### src/rtl/cpu_pkg.sv
// Shared types and encodings for the cpu_control slice.
// Opcodes, ALU selects, FSM states and the latched instruction fields.
package cpu_pkg;

  typedef enum logic [1:0] {
    S_FETCH  = 2'd0,
    S_DECODE = 2'd1,
    S_EXEC   = 2'd2,
    S_HALT   = 2'd3
  } state_t;

  localparam logic [7:0] OP_LOADI = 8'h00;
  localparam logic [7:0] OP_MOV   = 8'h01;
  localparam logic [7:0] OP_ADD   = 8'h02;
  localparam logic [7:0] OP_SUB   = 8'h03;
  localparam logic [7:0] OP_AND   = 8'h04;
  localparam logic [7:0] OP_OR    = 8'h05;
  localparam logic [7:0] OP_HALT  = 8'hFF;

  localparam logic [2:0] ALU_FWD = 3'b000;
  localparam logic [2:0] ALU_ADD = 3'b001;
  localparam logic [2:0] ALU_AND = 3'b010;
  localparam logic [2:0] ALU_OR  = 3'b011;

  // Only the instruction bits that drive outputs are kept.
  typedef struct packed {
    logic [7:0] op;
    logic [2:0] rd;
    logic [2:0] rs1;
    logic [7:0] src2;
  } ir_t;

endpackage

### src/rtl/cpu_decoder.sv
// Combinational opcode-to-control mapping.
// Undefined opcodes clear valid and never request a write.
module cpu_decoder
  import cpu_pkg::*;
(
  input  logic [7:0] op_i,
  output logic [2:0] aluop_o,
  output logic       imm_sel_o,
  output logic       neg_sel_o,
  output logic       wr_o,
  output logic       halt_o,
  output logic       valid_o
);

  always_comb begin
    aluop_o   = ALU_FWD;
    imm_sel_o = 1'b0;
    neg_sel_o = 1'b0;
    wr_o      = 1'b1;
    halt_o    = 1'b0;
    valid_o   = 1'b1;
    unique case (1'b1)
      op_i == OP_LOADI: imm_sel_o = 1'b1;
      op_i == OP_MOV:   aluop_o = ALU_FWD;
      op_i == OP_ADD:   aluop_o = ALU_ADD;
      op_i == OP_SUB: begin
        aluop_o   = ALU_ADD;
        neg_sel_o = 1'b1;
      end
      op_i == OP_AND:   aluop_o = ALU_AND;
      op_i == OP_OR:    aluop_o = ALU_OR;
      op_i == OP_HALT: begin
        wr_o   = 1'b0;
        halt_o = 1'b1;
      end
      default: begin
        wr_o    = 1'b0;
        valid_o = 1'b0;
      end
    endcase
  end

endmodule

### src/rtl/cpu_control.sv
// Multi-cycle FETCH/DECODE/EXEC control unit with HALT.
// Decode outputs come from the latched IR and are visible in DECODE and EXEC.
module cpu_control
  import cpu_pkg::*;
#(
  parameter logic [31:0] PC_RESET = 32'h0000_0000,
  parameter logic [31:0] PC_STEP  = 32'd4
) (
  input  logic        CLK,
  input  logic        RESET,
  input  logic [31:0] INSTRUCTION,
  input  logic        INSTR_BUSYWAIT,
  output logic [31:0] PC,
  output logic        INSTR_READ,
  output logic [2:0]  WRITEREG,
  output logic [2:0]  READREG1,
  output logic [2:0]  READREG2,
  output logic        WRITE_EN,
  output logic [2:0]  ALUOP,
  output logic [7:0]  IMM,
  output logic        IMM_SEL,
  output logic        NEG_SEL,
  output logic        ILLEGAL,
  output logic        HALTED
);

  state_t      state_q, state_d;
  logic [31:0] pc_q, pc_d;
  ir_t         ir_q, ir_d;

  logic [2:0] dec_aluop;
  logic       dec_imm_sel;
  logic       dec_neg_sel;
  logic       dec_wr;
  logic       dec_halt;
  logic       dec_valid;

  logic unused_bits;
  assign unused_bits = ^{INSTRUCTION[23:19], INSTRUCTION[15:11]};

  cpu_decoder u_dec (
    .op_i      (ir_q.op),
    .aluop_o   (dec_aluop),
    .imm_sel_o (dec_imm_sel),
    .neg_sel_o (dec_neg_sel),
    .wr_o      (dec_wr),
    .halt_o    (dec_halt),
    .valid_o   (dec_valid)
  );

  always_ff @(posedge CLK) begin
    if (RESET) begin
      state_q <= S_FETCH;
      pc_q    <= PC_RESET;
      ir_q    <= '0;
    end else begin
      state_q <= state_d;
      pc_q    <= pc_d;
      ir_q    <= ir_d;
    end
  end

  always_comb begin
    state_d = state_q;
    pc_d    = pc_q;
    ir_d    = ir_q;
    unique case (state_q)
      S_FETCH: begin
        if (!INSTR_BUSYWAIT) begin
          ir_d = '{op:   INSTRUCTION[31:24],
                   rd:   INSTRUCTION[18:16],
                   rs1:  INSTRUCTION[10:8],
                   src2: INSTRUCTION[7:0]};
          state_d = S_DECODE;
        end
      end
      S_DECODE: state_d = dec_halt ? S_HALT : S_EXEC;
      S_EXEC: begin
        pc_d    = pc_q + PC_STEP;
        state_d = S_FETCH;
      end
      S_HALT: state_d = S_HALT;
    endcase
  end

  logic in_fetch, in_exec, dec_vis;
  assign in_fetch = (state_q == S_FETCH);
  assign in_exec  = (state_q == S_EXEC);
  assign dec_vis  = (state_q == S_DECODE) || in_exec;

  // Strobes are cut by RESET so an in-flight EXEC never writes.
  assign INSTR_READ = in_fetch && !RESET;
  assign WRITE_EN   = in_exec && dec_wr && !RESET;
  assign ILLEGAL    = in_exec && !dec_valid && !RESET;
  assign HALTED     = (state_q == S_HALT);
  assign PC         = pc_q;

  assign WRITEREG = dec_vis ? ir_q.rd        : 3'd0;
  assign READREG1 = dec_vis ? ir_q.rs1       : 3'd0;
  assign READREG2 = dec_vis ? ir_q.src2[2:0] : 3'd0;
  assign IMM      = dec_vis ? ir_q.src2      : 8'd0;
  assign ALUOP    = dec_vis ? dec_aluop      : ALU_FWD;
  assign IMM_SEL  = dec_vis && dec_imm_sel;
  assign NEG_SEL  = dec_vis && dec_neg_sel;

endmodule

### config.mk
export PLATFORM = sky130hd
export DESIGN_NAME = cpu_control
export DESIGN_NICKNAME = d
export VERILOG_FILES = /design/src/rtl/cpu_pkg.sv /design/src/rtl/cpu_decoder.sv /design/src/rtl/cpu_control.sv
export SDC_FILE = /design/constraint.sdc
export NUM_CORES = 1
export LEC_CHECK = 0
export BUFFER_PORTS_ARGS = -buffer_cell sky130_fd_sc_hd__buf_2
export CORE_UTILIZATION = 27
export CTS_CLUSTER_DIAMETER = 60
export DETAILED_ROUTE_END_ITERATION = 16
export HOLD_SLACK_MARGIN = 0.02
export PLACE_DENSITY_LB_ADDON = 0.12
export SYNTH_ARGS = -nofsm -noshare
export SYNTH_HDL_FRONTEND = slang
export SYNTH_SLANG_ARGS = --single-unit
export TNS_END_PERCENT = 30
### constraint.sdc
create_clock -name CLK -period 4.9 [get_ports CLK]
set_input_delay 0.49 -clock CLK [delete_from_list [all_inputs] [get_ports CLK]]
set_output_delay 0.49 -clock CLK [all_outputs]
set_load 0.05 [all_outputs]
* Yosys cells after proc, flatten, opt, wreduce, memory -nomap -nowiden *
Index checks and enable logic that the tools add are counted.
Widths: inputs -> output; s select.

storage, ports and cells
  word-level logic and storage cells = 48
  output and inout bits = 58
  bits in registers = 56
  input port bits = 35

cells by class
  equality and inequality tests = 10
  reduce and logical (&&, ||, !) cells = 16
  bitwise operators = 1
  add/sub/neg operators = 1
  mux-type cells = 14

operator list
  kind                   number
  $add 32x3->32 const B  1
  $eq 8x2->1 const B     2
  $eq 8x3->1 const B     2
  $mux 3                 4
  $eq 8x1->1 const B     1
  $eq 8x8->1 const B     1
  $logic_not 8->1        1
  $mux 8                 1
  $pmux 2 s4             1
  $logic_and 1x1->1      7
  $reduce_or 7->1        1
  $mux 1                 6
  $pmux 2 s3             1
  $reduce_or 6->1        1
  $eq 2x2->1 const B     2
  $eq 2x1->1 const B     1
  $logic_not 1->1        2
  $logic_not 2->1        1
  $mux 2                 1
  $ne 2x2->1 const B     1
  $reduce_and 2->1       1
  $reduce_or 2->1        1
  $logic_or 1x1->1       1
  $not 1->1              1

* Logic depth before layout (Yosys ltp) *
Gate-level depths: netlist of run 1.

  depth in word-level cells = 6
  mapped depth = 8
  gate-level depth less buffers = 6

* By module *
A second synthesis of run 1 with hierarchy kept.

unflattened totals
  cells, all modules = 321
  area total of the unflattened synthesis = 2603.7 um2

by module, submodules not included
  module       cells an instance  area each (um2)  instances  sequential area each (um2)
  cpu_control  304                2499.9           1          1081.0
  cpu_decoder  17                 103.8            1          0.0

* Worst setup path after synthesis of run 1 *
OpenSTA, ideal clock, no wires.

  path type = flip-flop to output port
  start = reg ir_q[18] (netlist name)
  end = out IMM_SEL
  path slack = 1.887 ns
  stages on the path, launching flop included = 5
  arrival time = 2.523 ns
  path buffers = 0
  required time = 4.410 ns
  path through = dfxtp_1 > or4_1 > nor2_1 > nand2_1 > nor4_1

between the ends
  cells in the longest elaborated chain, start to end = 3

RTL lines
  element                 RTL line            source
  from (decl)             cpu_control.sv:29   ir_t ir_q, ir_d;
  from (signal assigned)  cpu_control.sv:59   ir_q <= ir_d;
  $logic_not 8->1         cpu_decoder.sv:23   op_i == OP_LOADI: imm_sel_o = 1'b1;
  $mux 1                  cpu_decoder.sv:22   unique case (1'b1)
  $logic_and 1x1->1       cpu_control.sv:103  assign IMM_SEL = dec_vis && dec_imm_sel;
  to (decl)               cpu_control.sv:21   output logic IMM_SEL,

No other way between the ends.

* Final worst setup path of run 1 *
  start = reg state_q[0]
  end = out ALUOP[1]

between the ends
  cells in the longest elaborated chain, start to end = 3
  elaborated cells between the ends (all ways) = 4
  those cells by class = eq/ne (2); mux (1); reduce/logical (1)

RTL lines
  element                                          RTL line                              source
  from (decl)                                      cpu_control.sv:27                     state_t state_q, state_d;
  from (signal assigned)                           cpu_control.sv:57                     state_q <= state_d;
  $eq 2x1->1 / $eq 2x2->1 (equally long branches)  cpu_control.sv:89, cpu_control.sv:88
  $logic_or 1x1->1 *                               cpu_control.sv:89                     assign dec_vis = (state_q == S_DECODE) || in_exec;
  $mux 3 *                                         cpu_control.sv:102                    assign ALUOP = dec_vis ? dec_aluop : ALU_FWD;
  to (decl)                                        cpu_control.sv:19                     output logic [2:0] ALUOP,

Mark *: on every way between the ends. The rest lies on a longest branch, timed or not.

==> impl_results.md, run 1 <==
- Synth async-reset ratio: 0%
- Synth Warn #: 0
- Die Height: 99.8 microns
- Grt total ovfl: 0
- Cell area after synthesis: 2580 sq um
- Hold Crit Class: input pin to register
- Share of layout cells above drive strength 1: 24.4%
- Setup TNS: 0 ns
- Min cycle time layout: 2.61 ns
- Final setup viols: 0
- Die Area: 9950 sq um
- Pleak: 1.30 nW
- ANT cells: 0
- Final hold vios: 0
- Maximum clock insertion buffer count: 2
- Critical path required time: 4.41 ns
- Die X: approximately 100 microns
- Post-CTS Resized: 0
- Final Max Slew Viols: 0
- GRT Total Usage: 13.9%
- WL final: 6710 microns
- Status: complete, no violations
- CTS root buf: clkbuf_8
- CTS tree: done
- Area Overhead vs Synth: 21.3%
- CP endpoint kind: output pin
- Vias per inst: approximately 4.6
- Maximum capacitance violations: 0
- Layout Nets: 425
- DRC viols: 0
- Seq/Total Area, Yosys: a little over two fifths
- Yosys cell types: 38
- I/O pins: 93
- Hold WS: 0.403 ns
- Core Util, Final: 33.9%
- Initial antenna violation count: 0
- Initial core utilization: around 28%
- Total power: roughly 0.00094 W
- Startpoint types: register
- Sequential Area: around 1100 sq um
- Post-synthesis register bit count: 54
- Peak Freq: 384 MHz
- RSZ-0062 raised after global routing: no
- Power Density: 301 nW/um^2
- Pin count of the biggest net entering global routing: 32
- H-tree depth: 2
- Final ANT Viol Nets: 0
- Worst slew pin tran: 0.903 ns
- Critical-path maximum fanout: 15
- Maximum vdd drop: 0.000135 V
- Clk sink count: 54
- Area of the multi-input gates: 1380 sq um
- # port buffers: 79
- Num rows: 35
- Worst Skew: ~0.0097 ns
- First-pass GRT wire length: approximately 11000 microns
- Num CTS Buffers: 5
- Slew Limit Headroom: 39.8%
- Post-synth EDFFs: 0
- Synth Instances: 315
- Synth Area per Inst: 8.19 sq um
- DP HPWL: ~4700 microns
- Hold_buf cts: 0
- Worst-skew pair later-pin latency: 0.31 ns
- Reg clk slew, reported paths: 0.10 ns
- Routed wire per std cell: 13.1 microns
- Initial DRC count: 58
- Vias: 2359
- DRT Pass-1 Iters: 4
- Crit share post-route: 53.2%
- Fill count: 1027
- Gpl congestion: 0.699
- Critical path data arrival time: between 2 and 2.5 ns
- Post-CTS setup buffers: 0
- Vias in the first global route: 2171
- CORE AREA: between 9000 and 10000 sq um
- Crit Path Category: register to output pin
- Post-synth top flop: dfxtp_1
==> logic make-up (layout without fill, tap and decap cells) <==
logic type | Yosys count | count (layout) | synth area share (%)
buffers and inverters | 23 | 91 | 5.00
flip-flops | 54 | 54 | 41.9
AO/OA/AOI/OAI | 56 | 56 | 12.2
multiplexers | 2 | 2 | 0.824
adder cells (fa/ha/maj) | 6 | 6 | 2.91
XOR/XNOR | 14 | 14 | 4.75
other | 1 | 3 | 0.145
AND/OR/NAND/NOR | 159 | 159 | 32.3
==> layer usage <==
metal,vias to the layer above,GRT usage [%],share of wire [%]
met4,0,4.41,1.2
met5,-,0,0
met1,1070,19.4,51
met3,5,3.37,4.7
met2,52,21.0,43
li1,1232,-,-
==> layout make-up <==
cell class / instances / share of cell area (%)
flip-flops and latches: 54 / 34.5
multi-input cells: 240 / 44.0
clock buffers: 7 / 2.76
repair buffers: 81 / 13.1
clock inverters: 1 / 0.160
inverters: 2 / 0.240
well taps: 129 / 5.16
==> where the power goes <==
part,internal [W],total [W],switching (W)
registers,0.000461,0.000476,0.0000155
clock network,0.000115,0.000262,0.000147
logic,0.0000565,0.000205,0.000149
==> worst max-delay path: stages (launching register included) <==
cell and delay, ns:
dfxtp_1 0.41, inv_1 0.10, ha_1 0.55, nand2_1 0.18
nor3b_1 0.26, buf_2 0.31
==> per-stage QoR <==
| stage | worst slack (ns) | cells | instance area (sq um) |
|---|---|---|---|
| finish | 2.29 | 514 | 3130 |
| global route | 2.10 | 514 | 3130 |
| CTS | 2.26 | 514 | 3130 |
| detailed placement | 2.55 | 506 | 3040 |
| global placement | 2.61 | 506 | 3040 |
| floorplan | 1.89 | 317 | 2590 |
==> final timing paths <==
path                            depth (start not counted)                     to                     from  slack, ns
worst max-delay path                                    5               ALUOP[1]  state_q[0]$_SDFFE_PP0P_       2.29
worst min-delay path                                    3  ir_q[10]$_SDFFE_PP0P_          INSTRUCTION[10]       0.40
worst max register to register                          6    PC[29]$_SDFFE_PP0P_  state_q[0]$_SDFFE_PP0P_       2.54
worst min register to register                          2   ir_q[3]$_SDFFE_PP0P_     ir_q[3]$_SDFFE_PP0P_       0.45
==> layout by cell type (no fill, tap or decap), drive strengths merged, types with 9 or more instances in the layout <==
| cell | Yosys | final |
|---|---|---|
| a21oi | 36 | 36 |
| nand4 | 13 | 13 |
| nor2 | 21 | 21 |
| dfxtp | 54 | 54 |
| or4 | 9 | 9 |
| and2 | 14 | 14 |
| xor2 | 10 | 10 |
| nand3 | 12 | 12 |
| buf | 10 | 81 |
| nand2 | 61 | 61 |
==> sequential cells by signal, indices dropped and copies added, names as in the netlist <==
name / flops
PC: 30
ir_q: 22
state_q: 2
==> synthesized netlist by cell type, types with 3 or more instances <==
cell type	number	area share (%)
nand3_1	11	2.1
and2_1	14	3.4
a211oi_1	3	0.87
xor2_1	10	3.4
o31ai_1	6	1.7
dfxtp_1	54	42
or3_1	6	1.5
and4_1	5	1.7
clkbuf_1	11	1.6
nor2_1	21	3.1
nor3_1	3	0.58
and3_1	3	0.73
or4_1	9	2.6
ha_1	6	2.9
nor4_1	3	0.73
o21ai_0	8	1.6
nand2b_1	3	0.73
nand4_1	12	2.9
buf_4	7	2.0
a21oi_1	36	7.0
xnor2_1	4	1.4
nand2_1	61	8.9
No activity file was read; power rests on OpenSTA's default activity.
==> inputs of run 2 (changes only) <==
- ABC_AREA: not set -> 1
- clock period: 4.9 -> 2.55 ns (I/O delays scaled with it)
==> impl_results.md, run 2 <==
- Vias per inst: 4.35 (was 4.59)
- Pleak: 1.74 nW (was 1.30 nW)
- Commonest non-fill, non-tap cell in the layout: nor2_1 (was buf_2)
- Vias: 2812 (was 2359)
- Synth Area per Inst: 6.61 sq um (was 8.19 sq um)
- Most frequent cell after synthesis: nor2_1 (was nand2_1)
- Num CTS Buffers: 5 (unchanged)
- Start of the worst register-to-register path: state_q[0]$_SDFFE_PP0P_ (unchanged)
- Post-synthesis mux area share: 0% (was 0.824%)
- Num rows: 37 (was 35)
- Post-synthesis register bit count: 54 (unchanged)
- Final setup viols: 0 (unchanged)
- # port buffers: 79 (unchanged)
- WL final: 7530 microns (was 6710 microns)
- Worst slew pin tran: 0.538 ns (was 0.903 ns)
- Post-CTS Resized: 0 (unchanged)
- Critical path required time: 2.30 ns (was 4.41 ns)
- Maximum vdd drop: 0.000317 V (was 0.000135 V)
- Slew Limit Headroom: 64.1% (was 39.8%)
- Hold WS: 0.159 ns (was 0.403 ns)
- Critical path data arrival time: 1.94 ns (was 2.12 ns)
- H-tree depth: 2 (unchanged)
- Die Height: 105 microns (was 99.8 microns)
- Worst-skew pair later-pin latency: 0.31 ns (about the same)
- Yosys cell types: 29 (was 38)
- Launch point of the worst path: state_q[0]$_SDFFE_PP0P_ (unchanged)
- Top cell type by total area after synthesis: dfxtp_1 (unchanged)
- CTS root buf: clkbuf_8 (unchanged)
- Final hold vios: 0 (unchanged)
- Maximum clock insertion buffer count: 2 (unchanged)
- Synth Instances: 436 (was 315)
- Grt total ovfl: 0 (unchanged)
- CORE AREA: 10300 sq um (was 9240 sq um)
- Hold path start: INSTRUCTION[29] (was INSTRUCTION[10])
- Maximum capacitance violations: 0 (unchanged)
- Share of layout cells above drive strength 1: 21.8% (was 24.4%)
- Gpl congestion: 0.766 (was 0.699)
- Sequential Area: 1080 sq um (unchanged)
- Status: complete, no violations (unchanged)
- Total power: 0.00212 W (was 0.000943 W)
- Seq/Total Area, Yosys: 37.5% (was 41.9%)
- Critical-path maximum fanout: 17 (was 15)
- Routed wire per std cell: 11.7 microns (was 13.1 microns)
- DP HPWL: 5570 microns (was 4660 microns)
- GRT Total Usage: 14.4% (was 13.9%)
- Die Area: 11100 sq um (was 9950 sq um)
- Initial DRC count: 65 (was 58)
- Crit share post-route: 86.3%
- Cell area after synthesis: 2880 sq um (was 2580 sq um)
- Synth Area in Compound Gates: 10.3% (was 12.2%)
- Max reg flops: 30 (unchanged)
- Power Density: 608 nW/um^2 (was 301 nW/um^2)
- Post-CTS setup buffers: 0 (unchanged)
- Pin count of the biggest net entering global routing: 27 (was 32)
- DRC viols: 0 (unchanged)
- Crit Path Category: register to output pin (unchanged)
- Final Max Slew Viols: 0 (unchanged)
- Die X: 105 microns (was 99.8 microns)
- CTS tree: done (unchanged)
- Largest family of logic cells by synthesized area: simple AND/OR/NAND/NOR gates (unchanged)
- Vias in the first global route: 2663 (was 2171)
- ANT cells: 0 (unchanged)
- Area Overhead vs Synth: 21.0% (was 21.3%)
- Area contributors post-synth: dfxtp_1, nor2_1, nand2_1, inv_1, o21ai_0 (was dfxtp_1, nand2_1, a21oi_1, and2_1, xor2_1)
- Placed Cells incl. Taps: 640 (was 506)
- CP endpoint kind: output pin (unchanged)
- DRT Pass-1 Iters: 4 (unchanged)
- Area of the multi-input gates: 1480 sq um (was 1380 sq um)
- Peak Freq: approximately 450 MHz
- Min cycle time layout: 2.20 ns
- Layout Nets: 552 (was 425)
- Final ANT Viol Nets: 0 (unchanged)
- Synth async-reset ratio: 0% (unchanged)
- I/O pins: 93 (unchanged)
- Hold_buf cts: 0 (unchanged)
- Register-to-Register Setup Slack: 0.67 ns (was 2.54 ns)
- Setup TNS: 0 ns (unchanged)
- Most frequent cells in the layout: nor2_1, nand2_1, buf_2 (was buf_2, nand2_1, dfxtp_1)
- Post-synth EDFFs: 0 (unchanged)
- First-pass GRT wire length: 12700 microns (was 10900 microns)
- Initial core utilization: 27.9% (about the same)
- RSZ-0062 raised after global routing: no (unchanged)
- Clk sink count: 54 (unchanged)
- Initial antenna violation count: 0 (unchanged)
- Startpoint types: register (unchanged)
- Post-Synth Simple-Gate Area: 37.7% (was 32.3%)
- Share of the synthesized area in the top cell type: 37.5% (was 41.9%)
- Fill count: 1138 (was 1027)
- Adder-cell share of the synthesized area: 2.60% (was 2.91%)
- Reg clk slew, reported paths: 0.10 ns (about the same)
- Post-synth top flop: dfxtp_1 (unchanged)
- Layout Cells excl Fill: 646 (was 514)
- Synth Warn #: 0 (unchanged)
- Hold Crit Class: input pin to register (unchanged)
- Worst Skew: 0.00937 ns (was 0.00973 ns)
- Xor-xnor portion of the synthesized cell area: 0.304% (was 4.75%)
- Most common library cells after synthesis: nor2_1, nand2_1, inv_1 (was nand2_1, dfxtp_1, a21oi_1)
==> run 2: cell types whose count changed after synthesis, sizes merged, moves of 11 or more <==
cell	before	now
nor2	21	100
inv	2	61
nand2	61	89
o21ai	8	32
a21oi	36	23
and2	14	2
nand3	12	23
==> run 2: logic make-up after synthesis <==
family                     after synthesis
and+or+nand+nor                        236
buffers and inverters                   80
AOI/OAI and AO/OA                       58
DFF                                     54
adders and majority gates                6
xor gates and xnor gates                 1
other                                    1
==> run 2: power by group <==
group | internal, W | leakage (nW) | switching (W) | total (W)
clock | 0.000211 | 0.0431 | 0.000288 | 0.000499
sequential | 0.000918 | 0.440 | 0.0000426 | 0.000961
combinational | 0.000168 | 1.26 | 0.000494 | 0.000661
==> run 2: critical path: stages, from the launching register on <==
cell and delay [ns]:
dfxtp_1 0.39, inv_1 0.10, ha_1 0.28, buf_4 0.21, nand3_1 0.14, o21ai_0 0.20, buf_2 0.30
==> run 2: routing by layer <==
metal	global-route usage, %	share of wire (%)
met5	0	0
met4	4.23	0.98
met3	3.22	5.5
met2	24.5	46
met1	18.1	48
==> run 2: final cells by class <==
| cell class | count | area share [%] |
|---|---|---|
| tap | 136 | 4.88 |
| multi-input combinational | 304 | 42.3 |
| sequential | 54 | 31.0 |
| timing repair buffer | 84 | 12.8 |
| inverter | 62 | 6.67 |
| clock buffer | 6 | 2.37 |
==> run 2: final timing paths <==
kind                                end  depth (start not counted)
hold reg to reg   ir_q[20]$_SDFFE_PP0P_                          2
hold / removal    ir_q[19]$_SDFFE_PP0P_                          3
setup / recovery               ALUOP[0]                          6
setup reg to reg    PC[28]$_SDFFE_PP0P_                         10
==> run 2: stage by stage <==
stage	setup WS [ns]	instance area, sq um	utilization (%)
after floorplan	0.153	2890	-
after global placement	0.699	3410	33.0
after CTS	0.321	3490	33.8
after detailed placement	0.667	3410	33.0
final	0.350	3490	33.8
after global routing	0.190	3490	33.8
